File: src/rtl/uart_apb_streamer.sv
// Byte-stream bridge to an APB UART: TX FIFO drains into TXDATA writes, RXDATA reads feed rx stream.
// Define UART_STREAMER_INIT_EN to program CTRL1/CTRL2 from BAUD_VALUE/CTRL2_VALUE after reset.
module uart_apb_streamer #(
    parameter logic [12:0] BAUD_VALUE  = 13'd1,
    parameter logic [7:0]  CTRL2_VALUE = 8'h01,
    parameter int          TXF_DEPTH   = 4
) (
    input  logic       PCLK,
    input  logic       PRESET,
    input  logic [7:0] tx_data,
    input  logic       tx_valid,
    output logic       tx_ready,
    output logic [7:0] rx_data,
    output logic       rx_valid,
    input  logic       rx_ready,
    output logic [4:0] PADDR,
    output logic       PSEL,
    output logic       PENABLE,
    output logic       PWRITE,
    output logic [7:0] PWDATA,
    input  logic [7:0] PRDATA,
    input  logic       PREADY,
    input  logic       PSLVERR,
    input  logic       TXRDY,
    input  logic       RXRDY,
    output logic       init_done,
    output logic       apb_err
);

    localparam int PTR_W = $clog2(TXF_DEPTH);
    localparam int CNT_W = PTR_W + 1;
    localparam logic [CNT_W-1:0] DEPTH_C = CNT_W'(TXF_DEPTH);

    localparam logic [4:0] ADDR_TXDATA = 5'h00;
    localparam logic [4:0] ADDR_RXDATA = 5'h04;
    localparam logic [4:0] ADDR_CTRL1  = 5'h08;
    localparam logic [4:0] ADDR_CTRL2  = 5'h0C;

    localparam logic [7:0] CTRL1_INIT = BAUD_VALUE[7:0];
    localparam logic [7:0] CTRL2_INIT = {BAUD_VALUE[12:8], CTRL2_VALUE[2:0]};

    typedef enum logic [1:0] {IDLE, SETUP, ACCESS} apb_state_t;
    typedef enum logic [1:0] {OP_TX, OP_RX, OP_CFG1, OP_CFG2} op_t;

    apb_state_t state_q, state_d;
    op_t        op_q, op_d;
    logic       psel_q, psel_d;
    logic       penable_q, penable_d;
    logic       pwrite_q, pwrite_d;
    logic [4:0] paddr_q, paddr_d;
    logic [7:0] pwdata_q, pwdata_d;

    logic [7:0]       fifo_q [TXF_DEPTH];
    logic [7:0]       fifo_d [TXF_DEPTH];
    logic [PTR_W-1:0] wr_ptr_q, wr_ptr_d;
    logic [PTR_W-1:0] rd_ptr_q, rd_ptr_d;
    logic [CNT_W-1:0] count_q, count_d;

    logic [7:0] rx_data_q, rx_data_d;
    logic       rx_valid_q, rx_valid_d;
    logic [1:0] tx_hold_q, tx_hold_d;
    logic [1:0] rx_hold_q, rx_hold_d;
    logic       init_done_q, init_done_d;
    logic       apb_err_q, apb_err_d;
`ifdef UART_STREAMER_INIT_EN
    logic       cfg_step_q, cfg_step_d;
`endif

    logic push, pop, rx_elig, tx_elig, cfg_req;

    assign tx_ready = init_done_q && (count_q != DEPTH_C);
    assign push     = tx_valid && tx_ready;
    assign rx_elig  = init_done_q && RXRDY && !rx_valid_q && (rx_hold_q == 2'd0);
    assign tx_elig  = init_done_q && (count_q != '0) && TXRDY && (tx_hold_q == 2'd0) && !rx_elig;
`ifdef UART_STREAMER_INIT_EN
    assign cfg_req  = !init_done_q;
`else
    assign cfg_req  = 1'b0;
`endif

    always_comb begin
        state_d    = state_q;
        op_d       = op_q;
        psel_d     = psel_q;
        penable_d  = penable_q;
        pwrite_d   = pwrite_q;
        paddr_d    = paddr_q;
        pwdata_d   = pwdata_q;
        fifo_d     = fifo_q;
        wr_ptr_d   = wr_ptr_q;
        rd_ptr_d   = rd_ptr_q;
        rx_data_d  = rx_data_q;
        rx_valid_d = rx_valid_q;
        apb_err_d  = apb_err_q;
        pop        = 1'b0;
        tx_hold_d  = (tx_hold_q != 2'd0) ? tx_hold_q - 2'd1 : 2'd0;
        rx_hold_d  = (rx_hold_q != 2'd0) ? rx_hold_q - 2'd1 : 2'd0;
`ifdef UART_STREAMER_INIT_EN
        cfg_step_d  = cfg_step_q;
        init_done_d = init_done_q;
`else
        init_done_d = 1'b1;
`endif

        if (rx_valid_q && rx_ready) begin
            rx_valid_d = 1'b0;
        end

        case (state_q)
            IDLE: begin
                if (cfg_req || rx_elig || tx_elig) begin
                    state_d   = SETUP;
                    psel_d    = 1'b1;
                    penable_d = 1'b0;
                    pwrite_d  = 1'b1;
                    if (cfg_req) begin
`ifdef UART_STREAMER_INIT_EN
                        op_d     = cfg_step_q ? OP_CFG2 : OP_CFG1;
                        paddr_d  = cfg_step_q ? ADDR_CTRL2 : ADDR_CTRL1;
                        pwdata_d = cfg_step_q ? CTRL2_INIT : CTRL1_INIT;
`endif
                    end else if (rx_elig) begin
                        op_d     = OP_RX;
                        paddr_d  = ADDR_RXDATA;
                        pwdata_d = 8'h00;
                        pwrite_d = 1'b0;
                    end else begin
                        op_d     = OP_TX;
                        paddr_d  = ADDR_TXDATA;
                        pwdata_d = fifo_q[rd_ptr_q];
                    end
                end
            end
            SETUP: begin
                state_d   = ACCESS;
                penable_d = 1'b1;
            end
            ACCESS: begin
                // A slave error still completes the transfer; it is only recorded.
                if (PREADY) begin
                    state_d   = IDLE;
                    psel_d    = 1'b0;
                    penable_d = 1'b0;
                    if (PSLVERR) begin
                        apb_err_d = 1'b1;
                    end
                    case (op_q)
                        OP_TX: begin
                            pop       = 1'b1;
                            tx_hold_d = 2'd2;
                        end
                        OP_RX: begin
                            rx_data_d  = PRDATA;
                            rx_valid_d = 1'b1;
                            rx_hold_d  = 2'd2;
                        end
                        OP_CFG1: begin
`ifdef UART_STREAMER_INIT_EN
                            cfg_step_d = 1'b1;
`endif
                        end
                        OP_CFG2: begin
`ifdef UART_STREAMER_INIT_EN
                            init_done_d = 1'b1;
`endif
                        end
                        default: ;
                    endcase
                end
            end
            default: state_d = IDLE;
        endcase

        if (push) begin
            fifo_d[wr_ptr_q] = tx_data;
            wr_ptr_d         = wr_ptr_q + 1'b1;
        end
        if (pop) begin
            rd_ptr_d = rd_ptr_q + 1'b1;
        end
        count_d = count_q + CNT_W'(push) - CNT_W'(pop);
    end

    always_ff @(posedge PCLK) begin
        if (PRESET) begin
            state_q     <= IDLE;
            op_q        <= OP_TX;
            psel_q      <= 1'b0;
            penable_q   <= 1'b0;
            pwrite_q    <= 1'b0;
            paddr_q     <= 5'h00;
            pwdata_q    <= 8'h00;
            wr_ptr_q    <= '0;
            rd_ptr_q    <= '0;
            count_q     <= '0;
            rx_data_q   <= 8'h00;
            rx_valid_q  <= 1'b0;
            tx_hold_q   <= 2'd0;
            rx_hold_q   <= 2'd0;
            init_done_q <= 1'b0;
            apb_err_q   <= 1'b0;
`ifdef UART_STREAMER_INIT_EN
            cfg_step_q  <= 1'b0;
`endif
        end else begin
            state_q     <= state_d;
            op_q        <= op_d;
            psel_q      <= psel_d;
            penable_q   <= penable_d;
            pwrite_q    <= pwrite_d;
            paddr_q     <= paddr_d;
            pwdata_q    <= pwdata_d;
            wr_ptr_q    <= wr_ptr_d;
            rd_ptr_q    <= rd_ptr_d;
            count_q     <= count_d;
            rx_data_q   <= rx_data_d;
            rx_valid_q  <= rx_valid_d;
            tx_hold_q   <= tx_hold_d;
            rx_hold_q   <= rx_hold_d;
            init_done_q <= init_done_d;
            apb_err_q   <= apb_err_d;
`ifdef UART_STREAMER_INIT_EN
            cfg_step_q  <= cfg_step_d;
`endif
        end
        // Storage needs no reset: the pointers and count define what is valid.
        fifo_q <= fifo_d;
    end

    assign PADDR     = paddr_q;
    assign PSEL      = psel_q;
    assign PENABLE   = penable_q;
    assign PWRITE    = pwrite_q;
    assign PWDATA    = pwdata_q;
    assign rx_data   = rx_data_q;
    assign rx_valid  = rx_valid_q;
    assign init_done = init_done_q;
    assign apb_err   = apb_err_q;

endmodule
File: config.mk
export PLATFORM = sky130hd
export DESIGN_NAME = uart_apb_streamer
export DESIGN_NICKNAME = d
export VERILOG_FILES = /design/src/rtl/uart_apb_streamer.sv
export SDC_FILE = /design/constraint.sdc
export NUM_CORES = 1
export LEC_CHECK = 0
export BUFFER_PORTS_ARGS = -buffer_cell sky130_fd_sc_hd__buf_2
export CAP_MARGIN = 15
export CORE_MARGIN = 8
export CORE_UTILIZATION = 30
export CTS_CLUSTER_SIZE = 12
export DETAILED_ROUTE_END_ITERATION = 6
export HOLD_SLACK_MARGIN = 0.03
export PLACE_DENSITY = 0.48
export SLEW_MARGIN = 20
export SYNTH_ARGS = -nofsm -noshare
export SYNTH_HDL_FRONTEND = slang
export SYNTH_SLANG_ARGS = --single-unit
File: constraint.sdc
create_clock -name PCLK -period 2.9 [get_ports PCLK]
set_clock_uncertainty 0.15 [all_clocks]
set_input_delay 0 -clock PCLK [delete_from_list [all_inputs] [get_ports PCLK]]
set_output_delay 0 -clock PCLK [all_outputs]
set_load 0.005 [all_outputs]
==> summary.txt <==
Clock tree
  • Post_cts resized: 0
  • Clock buffer depth: 2
  • TritonCTS Buffers: 9
  • Clock latency at the later pin of the worst-skew pair: 330 ps
  • Post-CTS Setup Bufs: 0
  • H-tree levels: 3
  • CTS tree: built
  • Clock Sinks: 68
  • CTS root buffer: clkbuf_8
  • CTS clk-pin slew, worst paths: 70 ps

Drt
  • DR vias/cell: 4.31
  • TritonRoute pass-1 iters: 4
  • # DRC: 0
  • Avg WL per Cell: 13.6 µm
  • Via Count: 1717
  • Met3 wire len: 284 µm
  • Starting DRT DRC Count: 49
  • WL met1: 2520 µm
  • Drt total wl: 5430 µm
  • Top Layer Used: met4
  • Final ANT Viol Nets: 0
  • Met2 wire len: 2560 µm

Finish
  • Fin cells: 398
  • Final instance area: 3480 µm²
  • Most frequent cells in the layout: 47 x buf_2, 36 x dfxtp_1, 34 x dlygate4sd3_1
  • Nets: 316
  • Commonest non-fill, non-tap cell in the layout: buf_2
  • Core Util, Final: 0.405
  • Layout cells sized above 1: 0.248
  • Area grow syn2layout: 32.7%
  • Filler Cells Inserted: 864
  • Ant. Diodes: 0

Hold path
  • Worst Hold Launch: TXRDY
  • Worst min path class: primary input to register

Worst setup path
  • CP startpoint kind: register
  • WP data required: 2950 ps
  • Max FO, Critical Path: 4
  • Crit. Startpoint: count_q[2]
  • Critical Path AT: 2250 ps
  • Reg2reg start: count_q[2]
  • Crit. End Element: register
  • Kind of critical path: register to register

Timing
  • Final hold violations: 0
  • Slew margin rel.: 0.571
  • Setup WS post-layout: 697 ps
  • Unrepaired setup endpoints after global routing: false
  • Final setup fails: 0
  • Max-slew violation count: 0
  • Fmax: 0.454 GHz
  • Post-layout minimum cycle time: 2200 ps
  • Final setup TNS: 0 ps
  • Worst-Margin Slew: 642 ps
  • Tcrit/Tclk final: 0.760

Logic synthesis
  • Count of different cell masters after synthesis: 37
  • Synth top area share: 0.366
  • Top cells by area, synth: edfxtp_1 37%, dfxtp_1 27%, mux4_2 6.9%
  • Post-synth top area cell: edfxtp_1
  • Mapped Cells: 202
  • Mapped Area: 2630 µm²
  • Yosys reg bits: 68
  • Post-synth EDFFs: 32
  • Yosys warns: 0
  • Post-synthesis async set-or-reset flop share: 0
  • Synth Flop Type: dfxtp_1
  • Synth Area per Inst: 13.0 µm²
  • Sequential share of the synthesized area: 0.641

Power and ir drop
  • P_leak: 1.43 nW
  • Peak VDD IR: 0.214 mV
  • PD cells: 574 nW/µm²

Placed design
  • Port-buffer cells: 47
  • RePlAce Congestion: 0.673
  • Cell count after placement: 348
  • Post-DP HPWL: 3620 µm
  • Pre-CTS WS: 731 ps
  • DP Area: 2950 µm²

Run
  • Max-cap violations: 0

GRT
  • First-pass GRT wire length: 8850 µm
  • GRT overflow: 0
  • Initial antenna violation count: 0
  • Vias in the first global route: 1772
  • Tot GR Track Use: 0.0972
  • Largest net degree at the start of global routing: 28

Floorplanning
  • Die Ht: 110 µm
  • DIE AREA: 12000 µm²
  • Effective utilization at floorplan: 0.305
  • Die X: 110 µm
  • Core footprint: 8590 µm²
  • Core Rows: 34
  • Ports: 52

Outcome
  • Status: finished, final reports clean
-- cell families (layout without fill, tap and decap cells) --
group / Yosys count / in the layout / synth area share
fa+ha+maj: 7 / 7 / 0.0362
simple gates: 54 / 54 / 0.104
compound gates: 30 / 30 / 0.0810
xor+xnor: 5 / 5 / 0.0167
other cells: 1 / 4 / 0.00143
buf+inv: 28 / 113 / 0.0472
flops: 68 / 68 / 0.641
mux: 9 / 9 / 0.0724
-- synthesized netlist by cell type, drive strengths merged (3+ instances only) --
cell type	n
ha	6
mux4	8
edfxtp	32
nand2b	3
a21oi	14
buf	7
dfxtp	36
nand2	22
inv	15
xnor2	4
o2bb2ai	8
nor2	12
clkbuf	6
and3	5
-- metrics by stage --
stage	total power, W	hold WS (ps)
final	0.00200	121
after global routing	0.00210	161
after CTS	0.00203	105
after detailed placement	0.00125	71.9
after global placement	0.00125	68.2
after floorplan	0.00119	-51.1
-- worst paths after layout --
kind | slack, ps | cells past startpoint | endpoint
worst max-delay path | 700 | 7 | count_q[1]
worst min-delay path | 120 | 5 | PADDR[2]
worst max register to register | 700 | 7 | count_q[1]
worst min register to register | 300 | 1 | tx_hold_q[0]
-- critical path: stages, from the launching register on --
cell	delay, ps
dfxtp_1	400
inv_1	90
o311ai_2	410
ha_1	300
inv_1	50
ha_1	140
fa_1	400
nor2b_1	130
-- where the power goes --
part	switching [W]	internal, W	leakage [nW]
Sequential	0.0000273	0.00104	0.582
Clock	0.000338	0.000408	0.105
Combinational	0.0000884	0.0000943	0.742
-- sequential cells by signal, summed over array words and instances (netlist names) --
register / flops
rx_data: 8
rx_hold_q: 2
count_q: 3
tx_hold_q: 2
state_q: 2
PWDATA: 8
PADDR: 1
fifo_q: 32
rd_ptr_q: 2
PWRITE: 1
PENABLE: 1
init_done: 1
apb_err: 1
rx_valid: 1
wr_ptr_q: 2
PSEL: 1
-- routing by layer --
metal,track usage,vias up
li1,-,874
met2,0.148,33
met1,0.124,806
met5,0,-
met3,0.0281,4
met4,0.0463,0
-- repair_timing --
item | in CTS | in global routing
hold buffers | 34 | 0
setup endpoints to repair | 0 | 0
hold endpoints to repair | 57 | 0
-- final cells by class --
type                            instances  area, µm²  share of cell area
Sequential cell                        68       1680               0.483
Multi-Input combinational cell        109        831               0.239
Timing Repair Buffer                   82        583               0.167
Clock buffer                           13        180              0.0517
Tap cell                              108        135              0.0388
Inverter                               15       56.3              0.0162
Clock inverter                          3       16.3             0.00467
No activity file was read; power rests on OpenSTA's default activity.
